$ cat config.mk
export PLATFORM = sky130hd
export DESIGN_NAME = amns_mm_sequencer
export DESIGN_NICKNAME = d
export VERILOG_FILES = /design/src/rtl/amns_mm_sequencer.sv
export SDC_FILE = /design/constraint.sdc
export NUM_CORES = 1
export LEC_CHECK = 0
export CAP_MARGIN = 20
export CORE_ASPECT_RATIO = 1.4
export CORE_MARGIN = 4
export CORE_UTILIZATION = 43
export CTS_CLUSTER_SIZE = 14
export DETAILED_ROUTE_END_ITERATION = 10
export GPL_TIMING_DRIVEN = 0
export PLACE_DENSITY = 0.75
export SLEW_MARGIN = 20
export SYNTH_ARGS = -nofsm -noshare
export SYNTH_HDL_FRONTEND = slang
export SYNTH_SLANG_ARGS = --single-unit
$ cat constraint.sdc
create_clock -name clock_i -period 2.07 [get_ports clock_i]
set_clock_uncertainty 0.2 [all_clocks]
set_input_delay 0.621 -clock clock_i [delete_from_list [all_inputs] [get_ports clock_i]]
set_output_delay 0.621 -clock clock_i [all_outputs]
set_load 0.02 [all_outputs]
$ cat src/rtl/amns_mm_sequencer.sv
// -----------------------------------------------------------------------------
// amns_mm_sequencer
//
// Control sequencer for one AMNS modular multiplication. A single host request
// walks through three phases, each started by a one-cycle pulse and closed by
// a done handshake:
//   load  : memory controller fetches the operands into BRAM
//   mult  : multiplier datapath computes the product
//   store : memory controller writes the result back
// Each wait phase is guarded by a cycle counter; if a phase exceeds TIMEOUT
// cycles the sequencer drops to ERROR, records the phase and returns to IDLE.
//
// The shared BRAM port belongs to the host whenever the sequencer is not busy
// and to the memory controller while an operation is in flight.
//
// Parameters
//   WORD_WIDTH : DSP word width, carried for the surrounding datapath only
//   N          : coefficients per AMNS polynomial
//   S          : WORD_WIDTH blocks per coefficient
//   TIMEOUT    : maximum number of cycles allowed in any wait state
//   AW         : BRAM address width, derived from N and S
//
// Ports
//   clock_i, reset_n_i                  : clock, async active-low reset
//   start_i                             : host request, sampled in IDLE only
//   busy_o, done_o                      : operation in flight / completion pulse
//   error_o, err_phase_o                : sticky timeout flag and failing phase
//                                         (1 = load, 2 = mult, 3 = store)
//   load_start_o / load_done_i          : memory-controller load handshake
//   mm_start_o / mm_done_i              : multiplier handshake
//   store_start_o / store_done_i        : memory-controller store handshake
//   ctl_bram_we_i, ctl_bram_addr_i      : controller BRAM request
//   host_bram_we_i, host_bram_addr_i    : host BRAM request
//   bram_we_o, bram_addr_o              : arbitrated BRAM port
//   host_grant_o                        : host currently owns the BRAM port
//   op_count_o                          : successful operations, wraps at 16 bits
// -----------------------------------------------------------------------------
module amns_mm_sequencer #(
    parameter int WORD_WIDTH = 17,
    parameter int N          = 5,
    parameter int S          = 4,
    parameter int TIMEOUT    = 4095,
    localparam int AW        = $clog2(4*N*S+N)+1
) (
    input  logic          clock_i,
    input  logic          reset_n_i,

    input  logic          start_i,
    output logic          busy_o,
    output logic          done_o,
    output logic          error_o,
    output logic [1:0]    err_phase_o,

    output logic          load_start_o,
    input  logic          load_done_i,
    output logic          mm_start_o,
    input  logic          mm_done_i,
    output logic          store_start_o,
    input  logic          store_done_i,

    input  logic          ctl_bram_we_i,
    input  logic [AW-1:0] ctl_bram_addr_i,
    input  logic          host_bram_we_i,
    input  logic [AW-1:0] host_bram_addr_i,
    output logic          bram_we_o,
    output logic [AW-1:0] bram_addr_o,
    output logic          host_grant_o,

    output logic [15:0]   op_count_o
);

    // Counter is wide enough to hold TIMEOUT itself.
    localparam int CW = (TIMEOUT > 1) ? $clog2(TIMEOUT+1) : 1;

    // Reject configurations that cannot describe a real AMNS datapath.
    if (WORD_WIDTH < 1 || N < 1 || S < 1 || TIMEOUT < 1) begin : gParamCheck
        $error("amns_mm_sequencer: WORD_WIDTH, N, S and TIMEOUT must all be positive");
    end

    typedef enum logic [3:0] {
        IDLE,
        LOAD,
        WAIT_LOAD,
        MULT,
        WAIT_MULT,
        STORE,
        WAIT_STORE,
        DONE,
        ERROR
    } seqState_e;

    seqState_e       state_q;
    logic [CW-1:0]   waitCnt_q;
    logic [CW-1:0]   waitCnt_d;
    logic            timeoutHit;
    logic            busy_q;
    logic            done_q;
    logic            error_q;
    logic [1:0]      errPhase_q;
    logic            loadStart_q;
    logic            mmStart_q;
    logic            storeStart_q;
    logic [15:0]     opCount_q;

    // The counter holds the number of wait cycles already completed, so the
    // incremented value is the count including the current cycle. The phase
    // times out in the cycle where that count reaches TIMEOUT; a done arriving
    // in that same cycle is checked first and therefore wins.
    always_comb begin
        waitCnt_d  = waitCnt_q + 1'b1;
        timeoutHit = (waitCnt_d == CW'(TIMEOUT));
    end

    // Every output is registered alongside the state, so each pulse lines up
    // with the state it belongs to (e.g. load_start_o is high during LOAD).
    always_ff @(posedge clock_i or negedge reset_n_i) begin
        if (!reset_n_i) begin
            state_q      <= IDLE;
            waitCnt_q    <= '0;
            busy_q       <= 1'b0;
            done_q       <= 1'b0;
            error_q      <= 1'b0;
            errPhase_q   <= 2'd0;
            loadStart_q  <= 1'b0;
            mmStart_q    <= 1'b0;
            storeStart_q <= 1'b0;
            opCount_q    <= 16'd0;
        end else begin
            loadStart_q  <= 1'b0;
            mmStart_q    <= 1'b0;
            storeStart_q <= 1'b0;
            done_q       <= 1'b0;

            case (state_q)
                IDLE: begin
                    if (start_i) begin
                        state_q     <= LOAD;
                        busy_q      <= 1'b1;
                        loadStart_q <= 1'b1;
                        error_q     <= 1'b0;
                        errPhase_q  <= 2'd0;
                    end
                end

                LOAD: begin
                    state_q   <= WAIT_LOAD;
                    waitCnt_q <= '0;
                end

                WAIT_LOAD: begin
                    if (load_done_i) begin
                        state_q   <= MULT;
                        mmStart_q <= 1'b1;
                    end else if (timeoutHit) begin
                        state_q    <= ERROR;
                        busy_q     <= 1'b0;
                        error_q    <= 1'b1;
                        errPhase_q <= 2'd1;
                    end else begin
                        waitCnt_q <= waitCnt_d;
                    end
                end

                MULT: begin
                    state_q   <= WAIT_MULT;
                    waitCnt_q <= '0;
                end

                WAIT_MULT: begin
                    if (mm_done_i) begin
                        state_q      <= STORE;
                        storeStart_q <= 1'b1;
                    end else if (timeoutHit) begin
                        state_q    <= ERROR;
                        busy_q     <= 1'b0;
                        error_q    <= 1'b1;
                        errPhase_q <= 2'd2;
                    end else begin
                        waitCnt_q <= waitCnt_d;
                    end
                end

                STORE: begin
                    state_q   <= WAIT_STORE;
                    waitCnt_q <= '0;
                end

                WAIT_STORE: begin
                    if (store_done_i) begin
                        state_q   <= DONE;
                        busy_q    <= 1'b0;
                        done_q    <= 1'b1;
                        opCount_q <= opCount_q + 16'd1;
                    end else if (timeoutHit) begin
                        state_q    <= ERROR;
                        busy_q     <= 1'b0;
                        error_q    <= 1'b1;
                        errPhase_q <= 2'd3;
                    end else begin
                        waitCnt_q <= waitCnt_d;
                    end
                end

                DONE: begin
                    state_q <= IDLE;
                end

                ERROR: begin
                    state_q <= IDLE;
                end

                default: begin
                    state_q <= IDLE;
                    busy_q  <= 1'b0;
                end
            endcase
        end
    end

    // Grant is derived from registered busy; the data path through the mux
    // stays combinational so the owner sees its request on the port at once.
    assign host_grant_o = ~busy_q;
    assign bram_we_o    = host_grant_o ? host_bram_we_i   : ctl_bram_we_i;
    assign bram_addr_o  = host_grant_o ? host_bram_addr_i : ctl_bram_addr_i;

    assign busy_o        = busy_q;
    assign done_o        = done_q;
    assign error_o       = error_q;
    assign err_phase_o   = errPhase_q;
    assign load_start_o  = loadStart_q;
    assign mm_start_o    = mmStart_q;
    assign store_start_o = storeStart_q;
    assign op_count_o    = opCount_q;

endmodule

==> results of run 1 <==
## cell usage after synthesis (3+ instances only)
master	number	share of area [%]
a21oi_1	8	1.8
and2_1	3	0.85
and3_1	5	1.4
and4_1	4	1.6
clkbuf_1	3	0.51
dfrtp_1	40	45
ha_1	3	1.7
inv_1	10	1.7
mux2_2	10	5.1
mux2i_1	3	1.4
nand2_1	28	4.8
nand3_1	6	1.4
nand3b_1	3	1.0
nand4_1	7	2.0
nor2_1	23	3.9
nor3_1	3	0.68
o211ai_1	3	1.0
o21a_1	3	1.0
o21ai_0	7	1.6
o31ai_1	4	1.4
or2_2	3	0.85
xnor2_1	13	5.2
xor2_1	9	3.6
## per-stage QoR
| stage | instances | power [mW] |
|---|---|---|
| floorplan | 229 | 2.01 |
| global placement | 350 | 2.52 |
| detailed placement | 351 | 2.55 |
| CTS | 366 | 3.40 |
| global route | 378 | 3.76 |
| finish | 378 | 3.53 |
## worst reg2reg max path, cell delays in order (launching register included)
cell     delay, ns
dfrtp_2       0.47
ha_4          0.20
a21o_2        0.18
a21o_1        0.17
a221o_2       0.43
nor4_4        0.24
mux2i_1       0.21
## kinds of logic after synthesis
kind of cell | after synthesis
muxes | 13
adders and majority gates | 3
buffers and inverters | 16
xor gates and xnor gates | 22
AOI/OAI and AO/OA | 36
and+or+nand+nor | 99
DFF | 40
## routing by layer
layer / part of all wire, % / up-vias
met5: 0 / -
met4: 1.2 / 0
met3: 4.1 / 7
met2: 55 / 47
met1: 39 / 945
li1: - / 979
## where the power goes
part | switching (mW) | total [mW] | internal (mW) | leakage (nW)
sequential | 0.171 | 1.08 | 0.913 | 0.533
clock | 0.277 | 0.634 | 0.357 | 0.0541
combinational | 0.971 | 1.82 | 0.845 | 1.06
total | 1.42 | 3.53 | 2.11 | 1.65
## how the worst max path moves through the flow
stage,to,slack [ns]
floorplan,err_phase_o[0]$_DFFE_PN0P_,0.002
global placement,waitCnt_q[0]$_DFFE_PN0P_,-0.99
detailed placement,waitCnt_q[1]$_DFFE_PN0P_,-0.64
CTS,bram_we_o,-0.19
global route,err_phase_o[0]$_DFFE_PN0P_,-0.19
finish,err_phase_o[1]$_DFFE_PN0P_,-0.11
## layout make-up
class                      instances  area, µm²
buffer                             6       51.3
clock buffer                       5       68.8
clock inverter                     3       42.5
fill                             417       1620
inverter                          10       37.5
multi-input combinational        173       1280
sequential                        40       1000
tap                               64       80.1
timing repair buffer              77        729
## registers in the layout, summed over array words and instances, names as in the netlist
register,flops
err_phase_o,2
store_start_o,1
op_count_o,16
state_q,4
mm_start_o,1
load_start_o,1
done_o,1
waitCnt_q,12
busy_o,1
error_o,1
## what timing repair did
action | in CTS | in global routing
pin swaps | 5 | 6
gates resized for setup | 118 | 23
endpoints found under the setup margin | 55 | 36
hold buffers | 0 | 0
gates cloned | 2 | 0
buffers inserted | 5 | 12
==> flow_metrics.py, run 1 <==
metrics = {
    "global_route": {
        "grtUsageMet1_pct": 21.1,
        "antenna_found_initial": 0,
        "grt_max_degree": 22,
        "grtUsageTotal_pct": 17.9,
        "grt_pass1_wl_um": 8780,
        "grtUsageMet2_pct": 31.6,
        "grt-busiest-layer": "met2",
        "grt-ovfl-total": 0,
        "grt_pass1_vias": 1911,
        "gr-usage-met3_pct": 3.28,
    },
    "placed_design": {
        "globalplace.congestion": 0.874,
        "dp_slack_ns": -0.638,
        "hpwl_um": 3880,
        "portBuffers": 57,
        "place_area_um2": 2890,
    },
    "timing": {
        "finalCritPeriodShare_pct": 105,
        "clock.fmax_ghz": 0.458,
        "final.setup.worst_slack_ns": -0.113,
        "relSlewSlack_pct": 68.0,
        "period_needed_ns": 2.18,
        "whs_ns": 0.0671,
        "grt_setup_unrepaired": "true",
        "finalSetupTns_ns": -1.34,
        "finalMaxSlewViolations": 0,
        "finalSetupViolCount": 18,
        "tightest_slew_ns": 0.480,
        "hold_violations": 0,
    },
    "critical_path": {
        "crit_cells": 6,
        "rrSetupSlack_ns": -0.11,
        "cpMaxStageDelayCell": "dfrtp_2",
        "timing.rr.end": "err_phase_o[1]$_DFFE_PN0P_",
        "r2r_start": "waitCnt_q[0]$_DFFE_PN0P_",
        "slowest_delay_ns": 0.47,
        "crit_fanout": 7,
        "reg2regPathDepth": 6,
        "path_class": "reg2reg",
        "worst-endpoint-arrival_ns": 2.20,
        "end_kind": "flip-flop",
        "required_ns": 2.08,
        "worst-path-buf-inv": 0,
        "cp_top_family": "compound AO/OA/AOI/OAI gates",
        "cp-startpoint": "waitCnt_q[0]$_DFFE_PN0P_",
        "cp-start-kind": "flip-flop",
        "crit_chain": "ha_4 > a21o_2 > a21o_1 > a221o_2 > nor4_4 > mux2i_1",
    },
    "worst_hold_path": {
        "min_path_type": "in2async",
    },
    "status": {
        "failed_checks": "setup timing",
        "outcome": "complete, but fails checks",
    },
    "route": {
        "drc": 0,
        "drt-initial-drc-count": 109,
        "drt_wl_total_um": 5550,
        "via_count": 1978,
        "routedWlPerCell_um": 14.7,
        "vias_per_cell": 5.23,
        "antenna_left": 0,
        "drt_first_pass_iters": 4,
    },
    "synthesis": {
        "ys_dominant_reg_cell": "dfrtp_1",
        "syn_nets": 256,
        "synth_top_family_by_area": "simple AND/OR/NAND/NOR gates",
        "ys_types": 44,
        "yosysWarnings": 0,
        "postSynthCellCount": 229,
        "synth_xor_area_share_pct": 8.74,
        "syn_area_um2": 2210,
        "syn_area_per_cell_um2": 9.63,
        "synth_edf_count": 0,
        "synth-seq-area-share_pct": 45.4,
        "synth-seq-cells": 40,
        "async_flop_share_pct": 100,
        "synthSimpleGateAreaFrac_pct": 24.0,
        "synth-compound-area-share_pct": 10.9,
        "synthMuxAreaShare_pct": 6.47,
        "synthAdderAreaFrac_pct": 1.70,
    },
    "power_and_ir_drop": {
        "vdd_drop_max_v": 0.000618,
        "power_leakage_nw": 1.65,
        "power_density_nw_per_um2": 1070,
    },
    "die": {
        "die_w_um": 68.5,
        "dieArea_um2": 6360,
        "start_util_pct": 44.9,
        "coreArea_um2": 4920,
        "rows": 30,
        "ios": 58,
        "die_h_um": 92.7,
    },
    "final_layout": {
        "nets": 340,
        "drive_above_1_share_pct": 25.2,
        "syn_to_final_growth_pct": 49.3,
        "stdcell_area_um2": 3290,
        "final_common_cell": "dfrtp_1",
        "final_cell_mix": "dfrtp_1 (37), dlygate4sd2_1 (36), nand2_1 (27), nor2_1 (20), buf_4 (17)",
        "n_antenna_cell": 0,
        "fin_util_pct": 67.0,
    },
    "job": {
        "maxCapViolCount": 0,
    },
    "cts": {
        "clk_latency_ns": 0.30,
        "cts_made_buffers": 5,
        "cts_buffer_depth": 2,
        "cts_root_buf": "clkbuf_8",
        "cts_sinks": 40,
        "cts_tree": "yes",
        "h-tree-depth": 2,
        "path_clk_slew_ns": 0.09,
    },
}
Power figures use the tool's default switching activity.
==> inputs of run 2 (changes only) <==
PLACE_DENSITY = 0.79   (was 0.75)
==> run 2 against run 1 <==
Compared with the run above: the run still ends with setup timing left; count of clock-buffer cells in the layout stayed put; final area decreased by 0.49%; critical path depth stayed put; sequential power about the same; first-iteration DRC count down 31%; global-route usage grew 0.31 points; maximum frequency shrank 0.16%; hold slack improved by 0.0051 ns; core utilization is 0.33 points lower; via count up 2.0%; critical endpoint unchanged; largest cell class unchanged; largest power group unchanged.
==> flow_metrics.py, run 2 (same netlist as run 1, synthesis figures left out) <==
metrics = {
    "power_and_ir_drop": {
        "power.switching_mw": 1.42,
        "combinationalPowerShare_pct": 51.8,
        "power_density_nw_per_um2": 1080,
        "power_leakage_nw": 1.65,
        "swShare_pct": 40.1,
        "vdd_drop_max_v": 0.000671,
        "p_int_mw": 2.12,
        "power_mw": 3.55,
        "seq_power_share_pct": 30.4,
        "pwr-share-clk_pct": 17.8,
    },
    "placed_design": {
        "hpwl_um": 3790,
        "place_area_um2": 2890,
        "portBuffers": 57,
        "globalplace.congestion": 0.869,
        "dp_slack_ns": -0.660,
    },
    "critical_path": {
        "worst-path-buf-inv": 0,
        "cpMaxStageDelayCell": "dfrtp_2",
        "end_kind": "flip-flop",
        "required_ns": 2.09,
        "crit_chain": "ha_4 > a21o_2 > a21o_1 > a221o_2 > nor4_4 > mux2i_1",
        "rrSetupSlack_ns": -0.12,
        "worst-endpoint-arrival_ns": 2.20,
        "slowest_delay_ns": 0.47,
        "cp_top_family": "compound AO/OA/AOI/OAI gates",
        "crit_fanout": 6,
        "cp-start-kind": "flip-flop",
        "path_class": "reg2reg",
    },
    "cts": {
        "cts_made_buffers": 5,
        "clk_latency_ns": 0.30,
        "cts_sinks": 40,
        "cts_tree": "yes",
        "h-tree-depth": 2,
        "cts_buffer_depth": 2,
        "path_clk_slew_ns": 0.08,
        "cts_root_buf": "clkbuf_8",
    },
    "timing": {
        "finalCritPeriodShare_pct": 106,
        "grt_setup_unrepaired": "true",
        "whs_ns": 0.0722,
        "finalMaxSlewViolations": 0,
        "hold_violations": 0,
        "relSlewSlack_pct": 68.3,
        "clock.fmax_ghz": 0.457,
        "tightest_slew_ns": 0.476,
        "period_needed_ns": 2.19,
        "finalSetupViolCount": 18,
        "final.setup.worst_slack_ns": -0.116,
    },
    "final_layout": {
        "fill_cells": 379,
        "final_cell_mix": "dfrtp_1 (37), dlygate4sd2_1 (37), nand2_1 (27), nor2_1 (20), buf_4 (15)",
        "largest_reg_flops": 16,
        "seq_area_um2": 1000,
        "syn_to_final_growth_pct": 48.6,
        "stdcell_area_um2": 3280,
        "multi_input_area_um2": 1270,
        "nets": 339,
        "n_antenna_cell": 0,
        "drive_above_1_share_pct": 25.2,
    },
    "route": {
        "vias_per_cell": 5.35,
        "drt_wl_total_um": 5510,
        "antenna_left": 0,
        "routedWlPerCell_um": 14.6,
        "drt_first_pass_iters": 5,
        "drc": 0,
        "drt-initial-drc-count": 75,
        "via_count": 2017,
    },
    "global_route": {
        "grtUsageTotal_pct": 18.2,
        "grt-ovfl-total": 0,
        "grt_pass1_vias": 2029,
        "grt_pass1_wl_um": 8980,
        "grt_max_degree": 22,
        "antenna_found_initial": 0,
    },
    "job": {
        "maxCapViolCount": 0,
    },
    "die": {
        "ios": 58,
        "coreArea_um2": 4920,
        "die_h_um": 92.7,
        "rows": 30,
        "dieArea_um2": 6360,
        "die_w_um": 68.5,
        "start_util_pct": 44.9,
    },
    "worst_hold_path": {
        "min_path_type": "in2async",
    },
    "status": {
        "failed_checks": "setup timing",
        "outcome": "complete, but fails checks",
    },
}
-- run 2: area by class of cell --
cell class | instances | area share [%]
plain buffers | 6 | 1.68
clock buffers | 5 | 2.10
clock inverters | 3 | 1.30
inverters | 10 | 1.15
multi-input cells | 173 | 38.8
flip-flops and latches | 40 | 30.7
well taps | 64 | 2.44
repair buffers | 76 | 21.9
-- run 2: path summary, 6_finish.rpt --
| kind | startpoint | endpoint | cells after the start |
|---|---|---|---|
| min in group clock_i | op_count_o[15]$_DFFE_PN0P_ | op_count_o[15]$_DFFE_PN0P_ | 1 |
| worst min-delay path | reset_n_i | waitCnt_q[2]$_DFFE_PN0P_ | 1 |
| worst max-delay path | waitCnt_q[0]$_DFFE_PN0P_ | err_phase_o[1]$_DFFE_PN0P_ | 6 |
| worst min register to register | op_count_o[15]$_DFFE_PN0P_ | op_count_o[15]$_DFFE_PN0P_ | 1 |
| max in group asynchronous | reset_n_i | op_count_o[5]$_DFFE_PN0P_ | 2 |
| worst max register to register | waitCnt_q[0]$_DFFE_PN0P_ | err_phase_o[1]$_DFFE_PN0P_ | 6 |
-- run 2: layer usage --
metal	GRT usage, %	routed length [µm]	vias to the layer above	share of wire, %
met5	0	0	-	0
met4	7.13	107	0	1.9
li1	-	-	978	-
met2	30.9	2980	60	54
met1	21.6	2140	970	39
met3	3.88	280	9	5.1
-- run 2: metrics by stage --
step                      utilization (%)  TNS [ns]  instances
final                                66.6     -1.22        377
after global routing                 66.6     -2.39        377
after CTS                            64.1    -0.912        369
after detailed placement             58.9    -19.56        351
after global placement               58.4    -51.44        350
after floorplan                         -         0        229
-- run 2: timing repair --
item                       in CTS  in global routing
hold endpoints to repair        0                  0
pin swaps                       5                  6
gates cloned                    2                  0
resized for setup             120                 26
setup endpoints to repair      57                 39
hold buffers                    0                  0
setup buffers                   8                  8
-- run 2: power groups by stage --
stage	clock, mW	combinational, mW	sequential, mW
3_3_place_gp	0	1.43	1.08
6_report	0.633	1.83	1.08
2_1_floorplan	0	0.877	1.14
3_5_place_dp	0	1.47	1.09
5_1_grt	0.688	1.97	1.11
4_1_cts	0.643	1.73	1.07
